==> src/rtl/divider_rv_seq.sv <==
// divider_rv_seq: sequential RV32M DIV/DIVU/REM/REMU unit, one quotient bit per cycle, valid/ready on both sides.
// Optional DIV_EARLY_OUT_EN: requests with |dividend| < |divisor| complete in DONE directly after capture.
module divider_rv_seq (
    input  logic        clk,
    input  logic        rst_n,
    input  logic        i_valid,
    output logic        o_ready,
    input  logic [1:0]  i_op,
    input  logic [31:0] i_dividend,
    input  logic [31:0] i_divisor,
    input  logic [4:0]  i_tag,
    output logic        o_valid,
    input  logic        i_ready,
    output logic [31:0] o_result,
    output logic [4:0]  o_tag
);
    typedef enum logic [1:0] {IDLE, BUSY, DONE} state_t;
    state_t      state_q, state_d;
    logic [1:0]  op_q, op_d;
    logic [4:0]  tag_q, tag_d;
    logic [31:0] dvd_q, dvd_d, dsr_q, dsr_d, rem_q, rem_d, quo_q, quo_d, res_q, res_d;
    logic [5:0]  cnt_q, cnt_d;
    logic        negq_q, negq_d, negr_q, negr_d;
    logic        sgn, a_neg, b_neg, div0, ovf, ge;
    logic [31:0] abs_a, abs_b, special, rem_sh, rem_n, quo_n, q_fin, r_fin;

    assign sgn     = ~i_op[0];
    assign a_neg   = sgn & i_dividend[31];
    assign b_neg   = sgn & i_divisor[31];
    assign abs_a   = a_neg ? -i_dividend : i_dividend;
    assign abs_b   = b_neg ? -i_divisor : i_divisor;
    assign div0    = i_divisor == 32'd0;
    assign ovf     = sgn && i_dividend == 32'h8000_0000 && i_divisor == 32'hFFFF_FFFF;
    assign special = div0 ? (i_op[1] ? i_dividend : 32'hFFFF_FFFF) : (i_op[1] ? 32'd0 : 32'h8000_0000);
    // Restoring step: remainder stays below the divisor, so 32 bits suffice.
    assign rem_sh  = {rem_q[30:0], dvd_q[31]};
    assign ge      = rem_sh >= dsr_q;
    assign rem_n   = ge ? rem_sh - dsr_q : rem_sh;
    assign quo_n   = {quo_q[30:0], ge};
    assign q_fin   = negq_q ? -quo_n : quo_n;
    assign r_fin   = negr_q ? -rem_n : rem_n;

    always_comb begin
        state_d = state_q;
        op_d    = op_q;
        tag_d   = tag_q;
        dvd_d   = dvd_q;
        dsr_d   = dsr_q;
        rem_d   = rem_q;
        quo_d   = quo_q;
        res_d   = res_q;
        cnt_d   = cnt_q;
        negq_d  = negq_q;
        negr_d  = negr_q;
        case (state_q)
            IDLE: if (i_valid) begin
                op_d   = i_op;
                tag_d  = i_tag;
                dvd_d  = abs_a;
                dsr_d  = abs_b;
                rem_d  = 32'd0;
                quo_d  = 32'd0;
                cnt_d  = 6'd0;
                negq_d = a_neg ^ b_neg;
                negr_d = a_neg;
                if (div0 || ovf) begin
                    res_d   = special;
                    state_d = DONE;
                end
`ifdef DIV_EARLY_OUT_EN
                else if (abs_a < abs_b) begin
                    res_d   = i_op[1] ? i_dividend : 32'd0;
                    state_d = DONE;
                end
`endif
                else state_d = BUSY;
            end
            BUSY: begin
                rem_d = rem_n;
                quo_d = quo_n;
                dvd_d = {dvd_q[30:0], 1'b0};
                cnt_d = cnt_q + 6'd1;
                if (cnt_q == 6'd31) begin
                    res_d   = op_q[1] ? r_fin : q_fin;
                    state_d = DONE;
                end
            end
            DONE: if (i_ready) state_d = IDLE;
            default: state_d = IDLE;
        endcase
    end

    always_ff @(posedge clk or negedge rst_n) begin
        if (!rst_n) begin
            state_q <= IDLE;
            op_q    <= 2'd0;
            tag_q   <= 5'd0;
            dvd_q   <= 32'd0;
            dsr_q   <= 32'd0;
            rem_q   <= 32'd0;
            quo_q   <= 32'd0;
            res_q   <= 32'd0;
            cnt_q   <= 6'd0;
            negq_q  <= 1'b0;
            negr_q  <= 1'b0;
        end else begin
            state_q <= state_d;
            op_q    <= op_d;
            tag_q   <= tag_d;
            dvd_q   <= dvd_d;
            dsr_q   <= dsr_d;
            rem_q   <= rem_d;
            quo_q   <= quo_d;
            res_q   <= res_d;
            cnt_q   <= cnt_d;
            negq_q  <= negq_d;
            negr_q  <= negr_d;
        end
    end

    assign o_ready  = state_q == IDLE;
    assign o_valid  = state_q == DONE;
    assign o_result = res_q;
    assign o_tag    = tag_q;
endmodule

==> config.mk <==
export PLATFORM = sky130hd
export DESIGN_NAME = divider_rv_seq
export DESIGN_NICKNAME = d
export VERILOG_FILES = /design/src/rtl/divider_rv_seq.sv
export SDC_FILE = /design/constraint.sdc
export NUM_CORES = 1
export LEC_CHECK = 0
export BUFFER_PORTS_ARGS = -buffer_cell sky130_fd_sc_hd__buf_4
export CORE_MARGIN = 4
export CORE_UTILIZATION = 57
export CTS_BUF_LIST = sky130_fd_sc_hd__clkbuf_4 sky130_fd_sc_hd__clkbuf_8
export DETAILED_ROUTE_END_ITERATION = 8
export GPL_ROUTABILITY_DRIVEN = 0
export PLACE_DENSITY = 0.78
export SLEW_MARGIN = 20
export SYNTH_ARGS = -nofsm -noshare
export SYNTH_HDL_FRONTEND = slang
export SYNTH_SLANG_ARGS = --single-unit
==> constraint.sdc <==
create_clock -name clk -period 5.5 [get_ports clk]
set_clock_uncertainty 0.15 [all_clocks]
set_input_delay 1.65 -clock clk [delete_from_list [all_inputs] [get_ports clk]]
set_output_delay 1.65 -clock clk [all_outputs]
set_load 0.005 [all_outputs]
# After elaboration in Yosys (flattened, before gate mapping)
# Cells that the tools add are included.
dict set report word_totals {
  reg_bits 175
  input_bits 75
  out_inout_bits 39
  wordCells 66
}
dict set report classes {
  addsub 6
  magnitude_cmp 1
  eq_ne 9
  muxes 25
  bitwise 4
  reduce_logical 10
}
# cell count
set ops {}
lappend ops {{32-bit two-way mux} 13}
lappend ops {{32-bit negation} 4}
lappend ops {{32-bit case mux with 2 select lines} 2}
lappend ops {{31-bit case mux with 2 select lines} 2}
lappend ops {{32-bit == test, second input constant} 2}
lappend ops {{32-bit >= comparator} 1}
lappend ops {{32-bit zero test} 1}
lappend ops {{32-bit subtractor} 1}
lappend ops {{31-bit two-way mux} 1}
lappend ops {{6-bit case mux with 2 select lines} 1}
lappend ops {{2-bit two-way mux} 4}
lappend ops {{6-bit by 1-bit adder with 6-bit output, second input constant} 1}
lappend ops {{6-bit by 5-bit == test with 1-bit output, second input constant} 1}
lappend ops {{6-bit two-way mux} 1}
lappend ops {{2-bit case mux with 3 select lines} 1}
lappend ops {{2-bit by 1-bit inequality test with 1-bit output, second input constant} 2}
lappend ops {{2-bit inequality test, second input constant} 2}
lappend ops {{2-bit AND reduction} 2}
lappend ops {{4-bit AND reduction} 1}
lappend ops {{3-bit AND reduction} 1}
lappend ops {{1-bit AND} 2}
lappend ops {{2-bit by 1-bit == test with 1-bit output, second input constant} 1}
lappend ops {{2-bit == test, second input constant} 1}
lappend ops {{1-bit logical AND} 2}
lappend ops {{5 further kinds} 5}

# Logic depth before layout (Yosys ltp)
# Gate-level depths: netlist of run 1.
dict set report depth {
  ltp_word 7
  ltp_mapped 23
  ltp_nobuf 20
}

# Worst setup path after synthesis of run 1
# Ideal clock, no wire load.
dict set report synth_path {
  kind {reg-to-reg}
  startpoint {register dvd_q[31]}
  endpoint {register res_q[28], in the netlist o_result[28]}
  setup_ns 0.087
  arrival_ns 5.148
  t_required_ns 5.263
  slack_ns 0.116
  path_stages_with_launch 24
  path_buffers 3
  synth_period_minus_slack_ns 5.384
  path_cell_list {dfrtp_1 > inv_1 > ha_1 > fa_1 > nand2b_1 > a21oi_2 > o211a_4 > o311ai_4 > nand2_4 > buf_2 > buf_1 > buf_1 > nand2_1 > o21ai_0 > ha_1 > nand2_1 > nor3_1 > nand3_1 > o41a_1 > a2111oi_4 > nand3_2 > nand3b_4 > mux2_4 > a211oi_2}
}
dict set report synth_between {
  elab_chain_len 7
}
# item line_no
set synth_lines {}
lappend synth_lines {{start, declared} 21} ;# logic [31:0] dvd_q, dvd_d, dsr_q, dsr_d, rem_q, rem_d, quo_q, quo_d, res_q, res_d;
lappend synth_lines {{start signal, assigned} 110} ;# dvd_q <= dvd_d;
lappend synth_lines {{32-bit subtractor / 32-bit >= comparator (equally long branches)} {38, 37}}
lappend synth_lines {{32-bit two-way mux} 38} ;# assign rem_n = ge ? rem_sh - dsr_q : rem_sh;
lappend synth_lines {{32-bit negation} 41} ;# assign r_fin = negr_q ? -rem_n : rem_n;
lappend synth_lines {{32-bit two-way mux} 41}
lappend synth_lines {{32-bit two-way mux *} 84} ;# res_d = op_q[1] ? r_fin : q_fin;
lappend synth_lines {{32-bit two-way mux *} 83} ;# if (cnt_q == 6'd31) begin
lappend synth_lines {{32-bit case mux with 2 select lines *} 55} ;# case (state_q)
lappend synth_lines {{end signal, assigned} 114} ;# res_q <= res_d;
lappend synth_lines {{end, declared} 21}
# Mark *: on every way between the ends. The rest lies on a longest branch, timed or not. The select of a mux whose other input is x is not followed.
# A chain may end at the register's enable or synchronous reset.

# Worst setup path in the final report of run 1
# Ends and elaborated chain as after synthesis.

==> impl_metrics.py, run 1 <==
metrics = {
    "finish": {
        "antennaDiodeCount": 0,
        "nFillCells": 1957,
        "finalNetCount": 1818,
        "drive_above_1_share_pct": 12.9,
        "fin_area_mm2": 0.0145,
        "syn_to_final_growth_pct": 11.3,
    },
    "global_routing": {
        "grt_pass1_vias": 12100,
        "gr-total-overflow": 0,
        "grt_antenna_before_repair": 0,
        "grt_max_degree": 101,
        "grt_pass1_wl_um": 65500,
        "grt_usage_pct": 31.4,
    },
    "clocking": {
        "post_cts_resized": 0,
        "cts_sinks": 174,
        "ctsRootBufferMaster": "clkbuf_8",
        "clk_latency_ns": 0.49,
        "cts_tree": "built",
        "cts_hold_buf": 0,
        "cts_setup_buffers": 0,
        "cts.clk_slew.worst_paths_ns": 0.10,
        "clockBufferDepth": 2,
        "h-tree-depth": 4,
        "cts_buffers": 17,
    },
    "timing": {
        "relSlewSlack_pct": 26.8,
        "period_needed_ns": 5.14,
        "min_period_over_period_pct": 93.4,
        "setup_viol": 0,
        "drv_slew": 0,
        "max_freq_mhz": 195,
        "tightest_slew_ns": 1.10,
        "rsz0062_at_grt": "no",
        "setup_tns_ns": 0,
        "hold_violations": 0,
        "setup_ws_ns": 0.362,
    },
    "die": {
        "die_area_mm2": 0.0253,
        "fp-row-count": 55,
        "dieHeight_um": 159,
        "core_area_mm2": 0.0226,
        "dieWidth_um": 159,
        "start_util_pct": 57.7,
        "num_io_pins": 114,
    },
    "synthesis": {
        "synthCells": 1639,
        "synth.distinct_cells": 92,
        "synth_xor_area_share_pct": 8.41,
        "synth_area_leaders": "dfrtp_1 (33%), o21ai_0 (8.7%), nand2_1 (6.6%)",
        "yosysWarnings": 0,
        "synthArstFlopShare_pct": 100,
        "synth_seq_area_share_pct": 33.4,
        "synthAdderAreaFrac_pct": 3.80,
        "syn-cell-area_mm2": 0.0130,
        "synth.top_cell.area_share_pct": 33.4,
        "synth_compound_area_share_pct": 27.2,
        "synth_area_per_cell_um2": 7.95,
        "synth_mux_area_share_pct": 1.61,
        "yosysTopAreaCell": "dfrtp_1",
        "yosysMostFrequentCell": "nand2_1",
        "yosys-top-cells-count": "nand2_1 (230), o21ai_0 (227), dfrtp_1 (174)",
        "synth_fp_nets": 1753,
        "ys_dominant_reg_cell": "dfrtp_1",
        "synth-simple-area-share_pct": 21.0,
        "synth_top_family_by_area": "compound AO/OA/AOI/OAI gates",
        "synth_edf_count": 0,
        "synth_seq_cells": 174,
    },
    "drt": {
        "num_vias": 13100,
        "antenna_left": 0,
        "drt_iter0_markers": 1452,
        "routed_via_density": 6.56,
        "route.detailed.drc": 0,
        "wl_per_cell_um": 20.2,
        "routed_wl_um": 40500,
        "drt_pass1_iterations": 7,
    },
    "worst_setup_path": {
        "worst-path-stages": 19,
        "slowest_delay_ns": 0.55,
        "cp.required_ns": 5.76,
        "cp_max_fo": 7,
        "r2r_cells": 19,
        "cp-start-kind": "flip-flop",
        "crit_path_top_delay_cell": "o41a_1",
        "crit_buf_inv": 1,
        "crit_chain": "inv_1 > ha_1 > fa_1 > nand2b_1 > a21oi_2 > o211a_4 > o311a_1 > o21ai_0 > o21ai_0 > ha_1 > nand2_1 > nor3_1 > nand3_1 > o41a_1 > a2111oi_4 > nand3_2 > nand3b_4 > mux2_4 > a211oi_2",
        "crit_path_end_kind": "flip-flop",
        "path_delay_family": "compound AO/OA/AOI/OAI gates",
        "arrival_ns": 5.39,
        "critPathKind": "flip-flop to flip-flop",
    },
    "placed_design": {
        "pre_cts_ws_ns": 0.123,
        "io_buffer_count": 113,
        "hpwl_um": 30300,
        "placed_cell_area_mm2": 0.0141,
    },
    "flow_run": {
        "maxCapViolCount": 0,
    },
    "worst_hold_path": {
        "min_delay_path_depth": 2,
        "hp-class": "flip-flop to flip-flop",
    },
    "run_status": {
        "status": "completed",
    },
}
[flip-flops by register name, summed over array words and instances, names as in the netlist, 2 cells and up]
name,count
o_result,32
quo_q,31
cnt_q,6
dvd_q,32
rem_q,31
state_q,2
dsr_q,32
o_tag,5
[area by class of cell]
class	instances	area (µm²)	share of cell area (%)
clock buffer	18	241	1.67
tap	285	357	2.46
timing repair buffer	141	1060	7.33
clock inverter	14	148	1.02
inverter	57	214	1.48
multi-input combinational	1313	8120	56.0
sequential	174	4350	30.0
[placed cells by master, fill, tap and decap left out, types with 5 or more instances in the layout]
| master | n |
|---|---|
| a211oi_1 | 18 |
| nand2b_1 | 15 |
| or4_1 | 9 |
| a21o_1 | 14 |
| xor2_1 | 61 |
| nor3_1 | 36 |
| a21oi_1 | 106 |
| nor2_1 | 111 |
| a211o_1 | 7 |
| ha_1 | 38 |
| o21a_1 | 9 |
| xnor2_1 | 64 |
| dfrtp_1 | 174 |
| and2_1 | 6 |
| o211ai_1 | 15 |
| or2_2 | 5 |
| nand2_1 | 229 |
| nand3_1 | 50 |
| mux2i_1 | 15 |
| o31ai_1 | 31 |
| nor2b_1 | 6 |
| and3_1 | 14 |
| o41ai_1 | 12 |
| o211a_1 | 6 |
| o21ai_0 | 227 |
| nand4_1 | 18 |
| or3_1 | 22 |
| buf_4 | 140 |
| a22oi_1 | 30 |
| clkbuf_8 | 17 |
| inv_1 | 56 |
| a31oi_1 | 23 |
| nor4_1 | 14 |
| o21ai_1 | 6 |
[tightest hold or removal path, cell delays in order (launching register included)]
cell and delay, ns:
dfrtp_1 0.36, nand2_1 0.05, nand2_1 0.05
[routing by layer]
layer	vias to the layer above	track usage, %	wire length (µm)
met5	-	0	0
met4	0	10.2	1430
met3	124	6.78	3740
met2	675	48.0	17900
met1	6263	44.7	17400
li1	6073	-	-
[kinds of logic after synthesis]
kind of cell,count (synthesis)
AO/OA/AOI/OAI,560
XOR/XNOR,125
adder cells (fa/ha/maj),39
buffers and inverters,152
flip-flops,174
multiplexers,20
AND/OR/NAND/NOR,569
[worst paths after layout]
kind	start	to	slack, ns
min	o_tag[0]	o_tag[0]	0.34
max in group asynchronous	rst_n	rem_q[0]	3.08
max	dvd_q[31]	o_result[28]	0.36
max reg2reg	dvd_q[31]	o_result[28]	0.36
min reg2reg	o_tag[0]	o_tag[0]	0.34
min in group asynchronous	rst_n	dvd_q[20]	1.01
[through the flow]
| step | utilization [%] | hold slack (ns) | std cells |
|---|---|---|---|
| 4_1_cts | 64.2 | 0.338 | 2002 |
| 2_1_floorplan | - | 0.297 | 1639 |
| 3_3_place_gp | 62.5 | 0.312 | 1970 |
| 6_report | 64.2 | 0.339 | 2002 |
| 5_1_grt | 64.2 | 0.356 | 2002 |
| 3_5_place_dp | 62.5 | 0.314 | 1970 |
Power of run 1 is left out: the tool's default activity adds up to more than one toggle a clock period on the data nets, which glitch-free logic cannot reach.
==> run 2, diff against run 1 <==
Settings changed: CELL_PAD_IN_SITES_DETAIL_PLACEMENT set to 1, CELL_PAD_IN_SITES_GLOBAL_PLACEMENT set to 1, CORE_UTILIZATION 57 to 42, PLACE_DENSITY 0.78 to 0.77.
==> run 2 against run 1 <==
Effect of this change: first-iteration DRC count shrank 27%; setup slack got worse by 0.033 ns; design area increased by 1.5%; register-to-register slack got worse by 0.03 ns; utilization decreased by 16 points; sequential cell count did not move; critical path depth fell by 1; non-clock buffer count did not move; hold slack lost 0.0017 ns.
==> impl_metrics.py, run 2 (synthesis results as in run 1) <==
metrics = {
    "die": {
        "fp-row-count": 64,
        "num_io_pins": 114,
        "dieWidth_um": 184,
        "start_util_pct": 42.6,
        "core_area_mm2": 0.0306,
        "dieHeight_um": 184,
        "die_area_mm2": 0.0339,
    },
    "timing": {
        "relSlewSlack_pct": 26.3,
        "min_period_over_period_pct": 94.0,
        "hold_violations": 0,
        "drv_slew": 0,
        "max_freq_mhz": 193,
        "tightest_slew_ns": 1.11,
        "setup_viol": 0,
        "setup_tns_ns": 0,
        "period_needed_ns": 5.17,
    },
    "clocking": {
        "clk_latency_ns": 0.54,
        "cts_sinks": 174,
        "cts_tree": "built",
        "ctsRootBufferMaster": "clkbuf_8",
        "cts.clk_slew.worst_paths_ns": 0.10,
        "cts_hold_buf": 0,
        "clockBufferDepth": 2,
        "h-tree-depth": 4,
        "cts_buffers": 17,
    },
    "worst_setup_path": {
        "critPathKind": "flip-flop to flip-flop",
        "cp_max_fo": 8,
        "cp-start-kind": "flip-flop",
        "cp.required_ns": 5.76,
        "arrival_ns": 5.43,
        "crit_path_end_kind": "flip-flop",
    },
    "finish": {
        "final_common_cell": "nand2_1",
        "drive_above_1_share_pct": 13.0,
        "syn_to_final_growth_pct": 12.9,
        "antennaDiodeCount": 0,
        "finalNetCount": 1818,
        "layout_common_cells": "nand2_1 (229), o21ai_0 (227), dfrtp_1 (174)",
    },
    "global_routing": {
        "grt_pass1_wl_um": 75300,
        "grt_max_degree": 97,
        "grt_antenna_before_repair": 2,
        "grt_pass1_vias": 13200,
        "grt_usage_pct": 28.1,
        "gr-total-overflow": 0,
    },
    "drt": {
        "num_vias": 13100,
        "route.detailed.drc": 0,
        "routed_via_density": 6.20,
        "drt_iter0_markers": 1055,
        "drt_pass1_iterations": 7,
        "wl_per_cell_um": 22.5,
        "antenna_left": 0,
        "routed_wl_um": 47600,
    },
    "flow_run": {
        "maxCapViolCount": 0,
    },
    "placed_design": {
        "hpwl_um": 35900,
        "io_buffer_count": 113,
    },
    "run_status": {
        "status": "completed",
    },
    "worst_hold_path": {
        "hp-class": "flip-flop to flip-flop",
    },
}
-- run 2: final cells by class --
cell class / instances / area, µm²
Multi-Input combinational cell: 1313 / 8130
Sequential cell: 174 / 4350
Clock inverter: 14 / 161
Tap cell: 396 / 495
Fill cell: 3739 / 15900
Timing Repair Buffer: 141 / 1100
Inverter: 57 / 214
Clock buffer: 18 / 248
-- run 2: stage by stage --
| stage | instance area [µm²] | cells | util (%) | hold WS, ns | setup WS, ns |
|---|---|---|---|---|---|
| floorplan | 13000 | 1639 | - | 0.297 | 0.116 |
| global placement | 14300 | 2080 | 46.7 | 0.312 | 0.285 |
| detailed placement | 14300 | 2080 | 46.7 | 0.320 | 0.195 |
| CTS | 14700 | 2112 | 48.0 | 0.343 | 0.282 |
| global route | 14700 | 2113 | 48.1 | 0.365 | -0.00121 |
| finish | 14700 | 2113 | 48.1 | 0.338 | 0.329 |
-- run 2: timing repair --
item / 4_1_cts / 5_1_grt
setup buffers: 0 / 1
gates resized for setup: 0 / 1
endpoints found under the setup margin: 0 / 4
-- run 2: metal layers --
layer | part of all wire, % | routed length (µm) | vias up | GRT usage, %
li1 | - | - | 6070 | -
met2 | 46 | 21900 | 400 | 44.0
met3 | 5.7 | 2700 | 79 | 4.75
met4 | 2.8 | 1340 | 2 | 8.84
met5 | 0.027 | 13 | - | 0
met1 | 45 | 21600 | 6552 | 39.9
-- run 2: final timing paths --
| path | cells after the start | slack (ns) | startpoint | to |
|---|---|---|---|---|
| min in group asynchronous | 1 | 1.01 | rst_n | dvd_q[17] |
| worst max-delay path | 18 | 0.33 | rem_q[4] | o_result[24] |
| max in group asynchronous | 2 | 3.12 | rst_n | dsr_q[16] |
| worst max register to register | 18 | 0.33 | rem_q[4] | o_result[24] |
| worst min-delay path | 2 | 0.34 | dsr_q[19] | dsr_q[19] |
| worst min register to register | 2 | 0.34 | dsr_q[19] | dsr_q[19] |
-- run 2: critical path, cell delays in order, from the launching register on --
cell and delay [ns]:
dfrtp_1 0.45, ha_1 0.40, a21oi_1 0.34, nand2_1 0.19
o211a_4 0.31, o311ai_4 0.32, nand2_4 0.16, o21ai_0 0.36
ha_1 0.27, nand2_1 0.06, nor3_1 0.17, nand3_1 0.15
o41a_1 0.54, a2111oi_4 0.34, buf_4 0.20, a41oi_1 0.14
xnor2_1 0.16, o21ai_0 0.27, nand2_1 0.09
Power of run 2 is left out for the same reason.
==> run 3, diff against run 2 <==
Settings changed: CELL_PAD_IN_SITES_DETAIL_PLACEMENT 1 to 2, CELL_PAD_IN_SITES_GLOBAL_PLACEMENT 1 to 2, CORE_UTILIZATION 42 to 34, PLACE_DENSITY 0.77 to 0.78, SLEW_MARGIN 20 to not set.
==> run 3 against run 2 <==
Effect of this change: fmax fell by 0.88%; first-iteration DRC count fell by 18%; cell count rose by 6.1%; register-to-register slack got worse by 0.05 ns; critical path type unchanged.
==> impl_metrics.py, run 3 (synthesis results as in run 1) <==
metrics = {
    "run_status": {
        "status": "completed",
    },
    "clocking": {
        "ctsRootBufferMaster": "clkbuf_8",
        "clk_latency_ns": 0.54,
        "cts_tree": "built",
        "cts_sinks": 174,
        "cts_buffers": 17,
        "h-tree-depth": 4,
        "cts.clk_slew.worst_paths_ns": 0.10,
        "clockBufferDepth": 2,
    },
    "worst_setup_path": {
        "arrival_ns": 5.53,
        "cp.required_ns": 5.81,
        "r2r-start": "dsr_q[28]",
        "cp_max_fo": 9,
        "critPathKind": "flip-flop to flip-flop",
        "r2r_slack_ns": 0.28,
        "r2r_cells": 19,
        "r2r_end": "o_result[28]",
        "crit_path_end_kind": "flip-flop",
        "cp-start-kind": "flip-flop",
    },
    "timing": {
        "period_needed_ns": 5.22,
        "min_period_over_period_pct": 94.9,
        "tightest_slew_ns": 1.22,
        "setup_ws_ns": 0.283,
        "hold_violations": 0,
        "max_freq_mhz": 192,
        "setup_viol": 0,
        "relSlewSlack_pct": 19.0,
        "drv_slew": 0,
    },
    "worst_hold_path": {
        "min_delay_path_depth": 2,
        "hp-start": "dsr_q[22]",
        "hp-class": "flip-flop to flip-flop",
        "min_to": "dsr_q[22]",
    },
    "drt": {
        "num_vias": 13200,
        "wl_per_cell_um": 24.1,
        "route.detailed.drc": 0,
        "routed_wl_um": 54100,
        "routed_via_density": 5.91,
        "drt_pass1_iterations": 5,
        "drt_iter0_markers": 865,
        "antenna_left": 0,
    },
    "placed_design": {
        "io_buffer_count": 113,
        "pre_cts_ws_ns": 0.0777,
        "hpwl_um": 41000,
    },
    "die": {
        "dieHeight_um": 204,
        "start_util_pct": 34.5,
        "dieWidth_um": 204,
        "num_io_pins": 114,
        "fp-row-count": 71,
        "core_area_mm2": 0.0378,
        "die_area_mm2": 0.0415,
    },
    "flow_run": {
        "maxCapViolCount": 0,
    },
    "finish": {
        "layout_common_cells": "nand2_1 (229), o21ai_0 (225), dfrtp_1 (174)",
        "syn_to_final_growth_pct": 14.8,
        "drive_above_1_share_pct": 13.6,
        "finalNetCount": 1831,
        "nFillCells": 4366,
        "final_common_cell": "nand2_1",
    },
    "global_routing": {
        "grt_max_degree": 106,
        "met1_usage_pct": 36.1,
        "grt_pass1_wl_um": 84700,
        "gr-total-overflow": 0,
        "grt_usage_pct": 26.0,
        "grt_antenna_before_repair": 1,
        "met2_usage_pct": 43.3,
        "grt.busiest_layer": "met2",
        "use_met3_pct": 4.01,
        "grt_pass1_vias": 14100,
    },
}
==> run 3: cell types whose count changed in the layout (fill, tap and decap cells not counted), moves of 2 or more <==
cell / change
buf_4: +14
bufinv_16: +2
clkinv_4: +4
inv_6: -4
inv_8: -3
o21ai_0: -2
o21ai_1: +2
==> run 3: layer usage <==
metal  routed length, µm  vias to the layer above
met4                 818                        0
met1               25300                     6858
met2               26100                      250
met3                1810                       52
li1                    -                     6088
met5                   0                        -
==> run 3: worst max-delay path, cell delays in order (launching register included) <==
cell and delay (ns):
dfrtp_1 0.41, inv_1 0.20, ha_1 0.37, nand2_1 0.23, nor4_4 0.07, buf_4 0.17, buf_4 0.14, a221oi_2 0.39
nand2_4 0.18, o21ai_0 0.30, ha_1 0.25, nand2_1 0.07, nor3_1 0.18, nand3_1 0.17, o41a_1 0.57, a2111oi_4 0.41
nand3_2 0.16, nand3b_4 0.19, mux2_4 0.32, a211oi_2 0.20
==> run 3: final cells by class <==
type	count	area (µm²)	area share [%]
Clock buffer	18	241	1.62
Multi-Input combinational cell	1313	8130	54.4
Timing Repair Buffer	154	1190	7.94
Inverter	57	214	1.43
Sequential cell	174	4350	29.1
Clock inverter	14	184	1.23
Antenna cell	1	2.50	0.0167
Tap cell	511	639	4.28
==> run 3: metrics by stage <==
stage | hold slack, ns | setup TNS (ns) | instance area (µm²) | utilization [%] | std cells
4_1_cts | 0.343 | 0 | 14900 | 39.5 | 2237
6_report | 0.337 | 0 | 14900 | 39.6 | 2242
5_1_grt | 0.372 | -0.00855 | 14900 | 39.6 | 2242
3_5_place_dp | 0.320 | 0 | 14500 | 38.4 | 2205
3_3_place_gp | 0.310 | 0 | 14500 | 38.4 | 2205
2_1_floorplan | 0.297 | 0 | 13000 | - | 1639
==> run 3: worst max path at each step <==
stage | startpoint | end | slack, ns
6_report | dsr_q[28] | o_result[28] | 0.28
5_1_grt | dsr_q[28] | o_result[28] | -0.009
4_1_cts | dsr_q[28] | o_result[28] | 0.30
3_5_place_dp | i_divisor[6] | o_result[20] | 0.08
3_3_place_gp | i_divisor[6] | o_result[31] | 0.24
2_1_floorplan | dvd_q[31] | o_result[28] | 0.12
==> run 3: timing repair <==
| action | in CTS | in global routing |
|---|---|---|
| hold buffers | 0 | 0 |
| endpoints found under the setup margin | 0 | 3 |
| setup buffers | 0 | 4 |
| resized for setup | 0 | 2 |
Power of run 3 is left out for the same reason.
